**config.mk**
```make
export PLATFORM = sky130hd
export DESIGN_NAME = math_adder_carry_pipelined_flat
export DESIGN_NICKNAME = d
export VERILOG_FILES = /design/src/rtl/math_adder_carry_pipelined_if.sv /design/src/rtl/math_adder_carry_pipelined.sv /design/src/flat_wrapper.sv
export SDC_FILE = /design/constraint.sdc
export NUM_CORES = 1
export LEC_CHECK = 0
export BUFFER_PORTS_ARGS = -buffer_cell sky130_fd_sc_hd__clkbuf_2
export CELL_PAD_IN_SITES_DETAIL_PLACEMENT = 0
export CELL_PAD_IN_SITES_GLOBAL_PLACEMENT = 1
export CORE_ASPECT_RATIO = 0.5
export CORE_UTILIZATION = 47
export DETAILED_ROUTE_END_ITERATION = 8
export PLACE_DENSITY_LB_ADDON = 0.1
export SYNTH_ARGS = -nofsm -noshare
export SYNTH_HDL_FRONTEND = slang
export SYNTH_SLANG_ARGS = --single-unit
```
**constraint.sdc**
```tcl
create_clock -name i_clk -period 2.5 [get_ports i_clk]
set_input_delay 0.5 -clock i_clk [delete_from_list [all_inputs] [get_ports i_clk]]
set_output_delay 0.5 -clock i_clk [all_outputs]
set_load 0.02 [all_outputs]
```
**src/rtl/math_adder_carry_pipelined_if.sv**
```systemverilog
// Operand/result handshake bundle for the pipelined add/subtract unit.
// master = upstream producer and downstream consumer side; slave = the adder.
interface math_adder_carry_pipelined_if #(
  parameter int N = 16
) ();
  logic         i_valid;
  logic         o_ready;
  logic [N-1:0] i_a;
  logic [N-1:0] i_b;
  logic         i_c;
  logic         i_sub;
  logic         o_valid;
  logic         i_ready;
  logic [N-1:0] o_sum;
  logic         o_carry;
  logic         o_overflow;

  modport master (
    output i_valid, i_a, i_b, i_c, i_sub, i_ready,
    input  o_ready, o_valid, o_sum, o_carry, o_overflow
  );

  modport slave (
    input  i_valid, i_a, i_b, i_c, i_sub, i_ready,
    output o_ready, o_valid, o_sum, o_carry, o_overflow
  );
endinterface

```
**src/rtl/math_adder_carry_pipelined.sv**
```systemverilog
// Pipelined N-bit add/subtract: one CHUNK-bit segment resolved per stage, with the
// inter-segment carry registered so no ripple path spans more than one chunk.
module math_adder_carry_pipelined #(
  parameter int N     = 16,
  parameter int CHUNK = 4
) (
  input  logic                          i_clk,
  input  logic                          i_rst_n,
  math_adder_carry_pipelined_if.slave   bus
);
  localparam int STAGES = (N + CHUNK - 1) / CHUNK;

  logic         r_v   [STAGES];
  logic [N-1:0] r_a   [STAGES];
  logic [N-1:0] r_b   [STAGES];
  logic [N-1:0] r_s   [STAGES];
  logic         r_cy  [STAGES];
  logic         r_ovf;

  logic         w_adv  [STAGES+1];
  logic         w_in_v [STAGES];
  logic [N-1:0] w_in_a [STAGES];
  logic [N-1:0] w_in_b [STAGES];
  logic [N-1:0] w_in_s [STAGES];
  logic         w_in_c [STAGES];

  assign w_adv[STAGES] = bus.i_ready;

  generate
    for (genvar gi = 0; gi < STAGES; gi++) begin : g_stage
      localparam int LO = gi * CHUNK;
      localparam int W  = (gi == STAGES - 1) ? (N - LO) : CHUNK;

      logic [W:0]   w_res;
      logic [N-1:0] w_s;

      // A stage may load when empty or when its content moves on this cycle.
      assign w_adv[gi] = !r_v[gi] || w_adv[gi+1];

      if (gi == 0) begin : g_entry
        assign w_in_v[gi] = bus.i_valid;
        assign w_in_a[gi] = bus.i_a;
        assign w_in_b[gi] = bus.i_sub ? ~bus.i_b : bus.i_b;
        assign w_in_s[gi] = '0;
        assign w_in_c[gi] = bus.i_sub | bus.i_c;
      end else begin : g_link
        assign w_in_v[gi] = r_v[gi-1];
        assign w_in_a[gi] = r_a[gi-1];
        assign w_in_b[gi] = r_b[gi-1];
        assign w_in_s[gi] = r_s[gi-1];
        assign w_in_c[gi] = r_cy[gi-1];
      end

      assign w_res = {1'b0, w_in_a[gi][LO +: W]} + {1'b0, w_in_b[gi][LO +: W]}
                   + {{W{1'b0}}, w_in_c[gi]};

      always_comb begin
        w_s           = w_in_s[gi];
        w_s[LO +: W]  = w_res[W-1:0];
      end

      always_ff @(posedge i_clk or negedge i_rst_n) begin
        if (!i_rst_n) begin
          r_v[gi]  <= 1'b0;
          r_a[gi]  <= '0;
          r_b[gi]  <= '0;
          r_s[gi]  <= '0;
          r_cy[gi] <= 1'b0;
        end else if (w_adv[gi]) begin
          r_v[gi] <= w_in_v[gi];
          if (w_in_v[gi]) begin
            r_a[gi]  <= w_in_a[gi];
            r_b[gi]  <= w_in_b[gi];
            r_s[gi]  <= w_s;
            r_cy[gi] <= w_res[W];
          end
        end
      end

      if (gi == STAGES - 1) begin : g_last
        // Carry into the MSB is recovered from its sum bit and operand bits.
        always_ff @(posedge i_clk or negedge i_rst_n) begin
          if (!i_rst_n) begin
            r_ovf <= 1'b0;
          end else if (w_adv[gi] && w_in_v[gi]) begin
            r_ovf <= w_res[W] ^ (w_res[W-1] ^ w_in_a[gi][N-1] ^ w_in_b[gi][N-1]);
          end
        end
      end
    end
  endgenerate

  assign bus.o_ready    = w_adv[0];
  assign bus.o_valid    = r_v[STAGES-1];
  assign bus.o_sum      = r_s[STAGES-1];
  assign bus.o_carry    = r_cy[STAGES-1];
  assign bus.o_overflow = r_ovf;
endmodule

```
**src/flat_wrapper.sv**
```systemverilog
// flat-port wrapper written by rule: the top's interface ports become plain ports
module math_adder_carry_pipelined_flat 
#(
  parameter int N     = 16,
  parameter int CHUNK = 4
)
  (i_clk, i_rst_n, bus_i_valid, bus_i_a, bus_i_b, bus_i_c, bus_i_sub, bus_i_ready, bus_o_ready, bus_o_valid, bus_o_sum, bus_o_carry, bus_o_overflow);
  math_adder_carry_pipelined_if #(.N(N)) bus_i ();
  input  logic i_clk;
  input  logic i_rst_n;
  input wire logic [$bits(bus_i.i_valid)-1:0] bus_i_valid;
  input wire logic [$bits(bus_i.i_a)-1:0] bus_i_a;
  input wire logic [$bits(bus_i.i_b)-1:0] bus_i_b;
  input wire logic [$bits(bus_i.i_c)-1:0] bus_i_c;
  input wire logic [$bits(bus_i.i_sub)-1:0] bus_i_sub;
  input wire logic [$bits(bus_i.i_ready)-1:0] bus_i_ready;
  output wire logic [$bits(bus_i.o_ready)-1:0] bus_o_ready;
  output wire logic [$bits(bus_i.o_valid)-1:0] bus_o_valid;
  output wire logic [$bits(bus_i.o_sum)-1:0] bus_o_sum;
  output wire logic [$bits(bus_i.o_carry)-1:0] bus_o_carry;
  output wire logic [$bits(bus_i.o_overflow)-1:0] bus_o_overflow;
  assign bus_i.i_valid = bus_i_valid;
  assign bus_i.i_a = bus_i_a;
  assign bus_i.i_b = bus_i_b;
  assign bus_i.i_c = bus_i_c;
  assign bus_i.i_sub = bus_i_sub;
  assign bus_i.i_ready = bus_i_ready;
  assign bus_o_ready = bus_i.o_ready;
  assign bus_o_valid = bus_i.o_valid;
  assign bus_o_sum = bus_i.o_sum;
  assign bus_o_carry = bus_i.o_carry;
  assign bus_o_overflow = bus_i.o_overflow;
  math_adder_carry_pipelined #(.N(N), .CHUNK(CHUNK)) u_core (.i_clk(i_clk), .i_rst_n(i_rst_n), .bus(bus_i));
endmodule
```
==> Word-level counts from Yosys, hierarchy flattened <==
Index checks and enable logic that the tools add are counted.
{ "word_totals": {"elab_cells": 46, "regBits": 145, "out_inout_bits": 20, "input_bits": 38} }
{ "classes": {"reduce_logical": 13, "muxes": 1, "addsub": 8, "n_bitwise": 5} }
{ "ops": {"columns": ["op", "count"], "rows": [
  ["$add 4x4->5", 4],
  ["$add 5x1->5", 4],
  ["$mux 16", 1],
  ["$not 16->16", 1],
  ["$reduce_and 2->1", 4],
  ["$logic_not 1->1", 4],
  ["$logic_or 1x1->1", 4],
  ["$xor 1x1->1", 3],
  ["$logic_and 1x1->1", 1],
  ["$or 1x1->1", 1]
]} }

==> Logic depth before layout (Yosys ltp) <==
{ "depth": {"depth_word": 6, "ltp_mapped": 9, "mapped_depth_nobuf": 8} }

==> Worst setup path before layout <==
OpenSTA, ideal clock, no wires.
{ "synth_timing": {"path_type": "in2reg", "start": "input port bus_i_sub", "end": "register u_core.r_s (netlist bit u_core.g_stage[1].w_s[1])", "setup_time_ns": 0.127, "required_time_ns": 2.373, "slack_ns": 0.235, "arrival_time_ns": 2.137, "cell_stages": 7, "n_path_buf": 2, "cell_sequence": "buf_2 buf_4 xnor2_1 fa_1 inv_1 fa_1 mux2_1"} }
{ "synth_between": {"elab_chain_len": 3, "elab_cells_between_ends": 4, "classes_between": "add/sub: 2; mux: 1; bitwise: 1"} }
{ "synth_lines": {"columns": ["element", "line_no", "source"], "rows": [
  ["from (decl)", "flat_wrapper.sv:15", "input wire logic [$bits(bus_i.i_sub)-1:0] bus_i_sub;"],
  ["$mux 16", "math_adder_carry_pipelined.sv:43", "assign w_in_b[gi] = bus.i_sub ? ~bus.i_b : bus.i_b;"],
  ["$add 4x4->5", "math_adder_carry_pipelined.sv:54", "assign w_res = {1'b0, w_in_a[gi][LO +: W]} + {1'b0, w_in_b[gi][LO +: W]}"],
  ["$add 5x1->5 *", "math_adder_carry_pipelined.sv:55", "+ {{W{1'b0}}, w_in_c[gi]};"],
  ["via u_core.g_stage[0].w_res[1]", "math_adder_carry_pipelined.sv:34", "logic [W:0] w_res;"],
  ["to (signal, indexed assignment)", "math_adder_carry_pipelined.sv:74", "r_s[gi] <= w_s;"],
  ["to (decl)", "math_adder_carry_pipelined.sv:16", "logic [N-1:0] r_s [STAGES];"]
]} }
The timed path passes the listed nets; every way through them passes the cells marked *.
A chain may end at the register's enable or synchronous reset.

==> Final worst setup path <==
{ "layout_timing": {"start": "input port bus_i_sub", "end": "register u_core.r_cy[3] in the netlist's numbering"} }
{ "layout_between": {"elab_chain_len": 3, "elab_cells_between_ends": 4, "classes_between": "add/sub: 2; mux: 1; bitwise: 1"} }
{ "layout_lines": {"columns": ["element", "line_no", "source"], "rows": [
  ["$mux 16", "math_adder_carry_pipelined.sv:43", null],
  ["$add 4x4->5", "math_adder_carry_pipelined.sv:54", null],
  ["$add 5x1->5 *", "math_adder_carry_pipelined.sv:55", null],
  ["to (signal, indexed assignment)", "math_adder_carry_pipelined.sv:75", "r_cy[gi] <= w_res[W];"],
  ["to (decl)", "math_adder_carry_pipelined.sv:17", "logic r_cy [STAGES];"]
]} }
Mark *: on every way between the ends. The rest lies on a longest branch, timed or not.

==> flow_summary.yaml <==
worst_setup_path:
  worst-r2r-setup-slack_ps: 590
  critPathTopFamily: "adder cells"
  crit_path_cell_trace: "clkbuf_2 > xnor2_1 > fa_1 > inv_1 > fa_1 > a21o_1 > a211oi_1 > a21oi_1"
  worstPathRequired_ps: 2700
  timing.critical_path.fanout_max: 9
  endpoint_kind: "flop"
  worstPathArrival_ps: 2180
  cpMostUsedCell: "sky130_fd_sc_hd__fa_1"
  worstSetupStartpointType: "input port"
  worstPathBufferInverterCount: 2
  cp_slowest_stage_delay_ps: 410
  critical_path.startpoint: "bus_i_sub"
  timing.rr.end: "u_core.bus.o_overflow$_DFFE_PN0P_"
  worstReg2RegStart: "u_core.r_cy[1]$_DFFE_PN0P_"
  criticalPathCategory: "in -> reg"
  r2r.worst_path.cells: 8
  critical_path.slowest_cell: "sky130_fd_sc_hd__fa_1"
layout:
  design_area_mm2: 0.00498
  layout_commonest_cell: "sky130_fd_sc_hd__dfrtp_1"
  layout.cells.most_common_list: "sky130_fd_sc_hd__dfrtp_1, sky130_fd_sc_hd__mux2_2, sky130_fd_sc_hd__clkbuf_2, sky130_fd_sc_hd__nand2_1, sky130_fd_sc_hd__o21ai_0"
  flow.area_growth_from_synthesis_pct: 15.6
  utilization_pct: 56.6
  antenna-diode-count: 0
  fraction_of_final_layout_cells_sized_beyond_drive_strength_1_pct: 34.9
  instances_no_fill: 509
  post_layout_nets: 445
grt:
  grt_use_met2_pct: 26.6
  global_route.usage.met3_pct: 5.92
  global_route_total_usage_across_every_layer_pct: 18.0
  grt_start_max_net_pins: 50
  gr-usage-met1_pct: 25.2
  first_pass_grt_wire_length_um: 12800
  grt_antenna_before_repair: 0
  busiest_layer: "met2"
  gr_overflow_total: 0
  first_global_vias: 2534
yosys:
  synth_seq_area_share_pct: 56.3
  synth_area_per_cell_um2: 13.2
  synth_cell_types: 27
  syn_nets: 385
  synth_area_mm2: 0.00431
  synth_warnings: 0
  netlist_instances: 327
  synth.ff_latch_count: 97
timing:
  worst-slew-pin-transition_ps: 653
  slew-limit-headroom_pct: 56.5
  slew_viol_final: 0
  min_period_over_period_pct: 79.4
  clock_skew_ps: 3.82
  setup_violations: 0
  fin_tns_setup_ps: 0
  clock.fmax_mhz: 504
  timing.final.hold_violations: 0
  post-route-min-period_ps: 1980
  fin_ws_ps: 516
  rsz_0062_raised_after_global_routing: "no"
floorplanning:
  core_area_mm2: 0.00880
  initial_core_utilization_pct: 49.0
  rows: 24
  dieArea_mm2: 0.00958
  io_pins: 58
  chipWidth_um: 137
  chipHeight_um: 69.7
power_and_ir_drop:
  leak_pwr_nw: 2.36
  cellPowerDensity_mw_per_mm2: 1080
  max-vdd-ir-drop_uv: 618
place:
  io_buffer_count: 57
  placed_cell_area_mm2: 0.00471
  pre_cts_ws_ps: 148
  place.detailed.instances: 493
  gpl.final_weighted_congestion: 0.703
  hpwlAfterDp_um: 5400
drt:
  wire_per_inst_um: 14.7
  detail_route.iter0.violations: 91
  route.antenna.remaining_nets: 0
  via_per_inst: 4.88
  vias: 2485
  drcViolationCount: 0
  finalWirelength_um: 7480
  dr.pass1.iters: 4
clock_tree:
  cts_max_path_buffers: 2
  worst_skew_pair.late_latency_ps: 330
  cts_made_buffers: 9
  post_cts_resize_count: 0
  cts_hold_buffers: 0
  cts-root-buf: "sky130_fd_sc_hd__clkbuf_16"
  cts_sinks: 97
  clkSlewWorstSetupHoldPaths_ps: 60
  htree_num_levels: 3
  cts_post_setup_buffers_inserted: 0
  tritoncts: "yes"
worst_hold_path:
  holdCritPathClass: "in -> async"
outcome:
  run_status: "completed"
job:
  max_cap_viol: 0
==> synthesized netlist by cell type (all sizes together) <==
master	number	share of area (%)
dfrtp	97	56
mux2	64	17
nand2	29	2.8
o21ai	25	2.9
inv	18	1.6
xnor2	16	3.3
buf	13	2.0
ha	12	3.5
xor2	11	2.2
a21oi	10	1.2
fa	8	3.7
a21o	6	1.0
nand2b	5	0.73
nor2	5	0.44
nor2b	2	0.46
a211oi	1	0.17
nand3	1	0.12
nand4	1	0.49
nor3	1	0.12
o21a	1	0.17
or2	1	0.15
==> how the worst max path moves through the flow <==
stage / to / slack [ps] / cells past startpoint
after detailed placement: u_core.r_cy[3]$_DFFE_PN0P_ / 150 / 8
after CTS: u_core.r_cy[3]$_DFFE_PN0P_ / 510 / 8
after global routing: u_core.r_cy[3]$_DFFE_PN0P_ / 410 / 8
final: u_core.r_cy[3]$_DFFE_PN0P_ / 520 / 8
after global placement: u_core.r_cy[3]$_DFFE_PN0P_ / 310 / 8
after floorplan: u_core.g_stage[1].w_s[1]$_DFFE_PN0P_ / 240 / 7
==> cells by family after synthesis <==
family	count (synthesis)	synth area share, %
flip-flops	97	56.3
AO/OA/AOI/OAI	43	5.46
adder cells (fa/ha/maj)	20	7.20
multiplexers	64	16.7
buffers and inverters	31	3.60
XOR/XNOR	27	5.48
AND/OR/NAND/NOR	45	5.25
==> sequential cells by signal (all words and copies together) (netlist names) <==
register,flops
u_core.bus.o_carry,1
u_core.g_stage.w_s,24
u_core.bus.o_sum,16
u_core.bus.o_valid,1
u_core.r_b,24
u_core.r_cy,3
u_core.bus.o_overflow,1
u_core.r_v,3
u_core.r_a,24
==> metal layers <==
| layer | routed length (um) | part of all wire, % |
|---|---|---|
| met5 | 0 | 0 |
| met1 | 3740 | 50 |
| met2 | 3360 | 45 |
| met4 | 71 | 0.95 |
| met3 | 311 | 4.2 |
==> worst register-to-register path, stage by stage (launching register included) <==
cell	delay, ps
sky130_fd_sc_hd__dfrtp_1	370
sky130_fd_sc_hd__fa_1	230
sky130_fd_sc_hd__inv_1	60
sky130_fd_sc_hd__fa_1	390
sky130_fd_sc_hd__nand2b_1	160
sky130_fd_sc_hd__a21oi_1	190
sky130_fd_sc_hd__xnor2_1	160
sky130_fd_sc_hd__xnor2_1	130
sky130_fd_sc_hd__o21ai_0	80
==> area by class of cell <==
type | count | area, um^2
clock inverter | 3 | 15.0
fill | 759 | 3810
inverter | 18 | 67.6
tap | 117 | 146
sequential | 97 | 2430
multi-input combinational | 199 | 1730
clock buffer | 13 | 260
timing repair buffer | 62 | 338
==> per-stage QoR <==
step | hold slack, ps | total power (W)
after CTS | 219 | 0.00548
after floorplan | 204 | 0.00367
final | 200 | 0.00540
after global placement | 460 | 0.00410
after global routing | 240 | 0.00578
after detailed placement | 470 | 0.00420
==> where the power goes <==
| part | internal [W] | total, W | switching (W) |
|---|---|---|---|
| registers | 0.00211 | 0.00241 | 0.000298 |
| clock network | 0.000724 | 0.00126 | 0.000538 |
| logic | 0.000856 | 0.00173 | 0.000871 |
| total | 0.00369 | 0.00540 | 0.00171 |
Note: power is estimated with default switching activity, not from simulation.
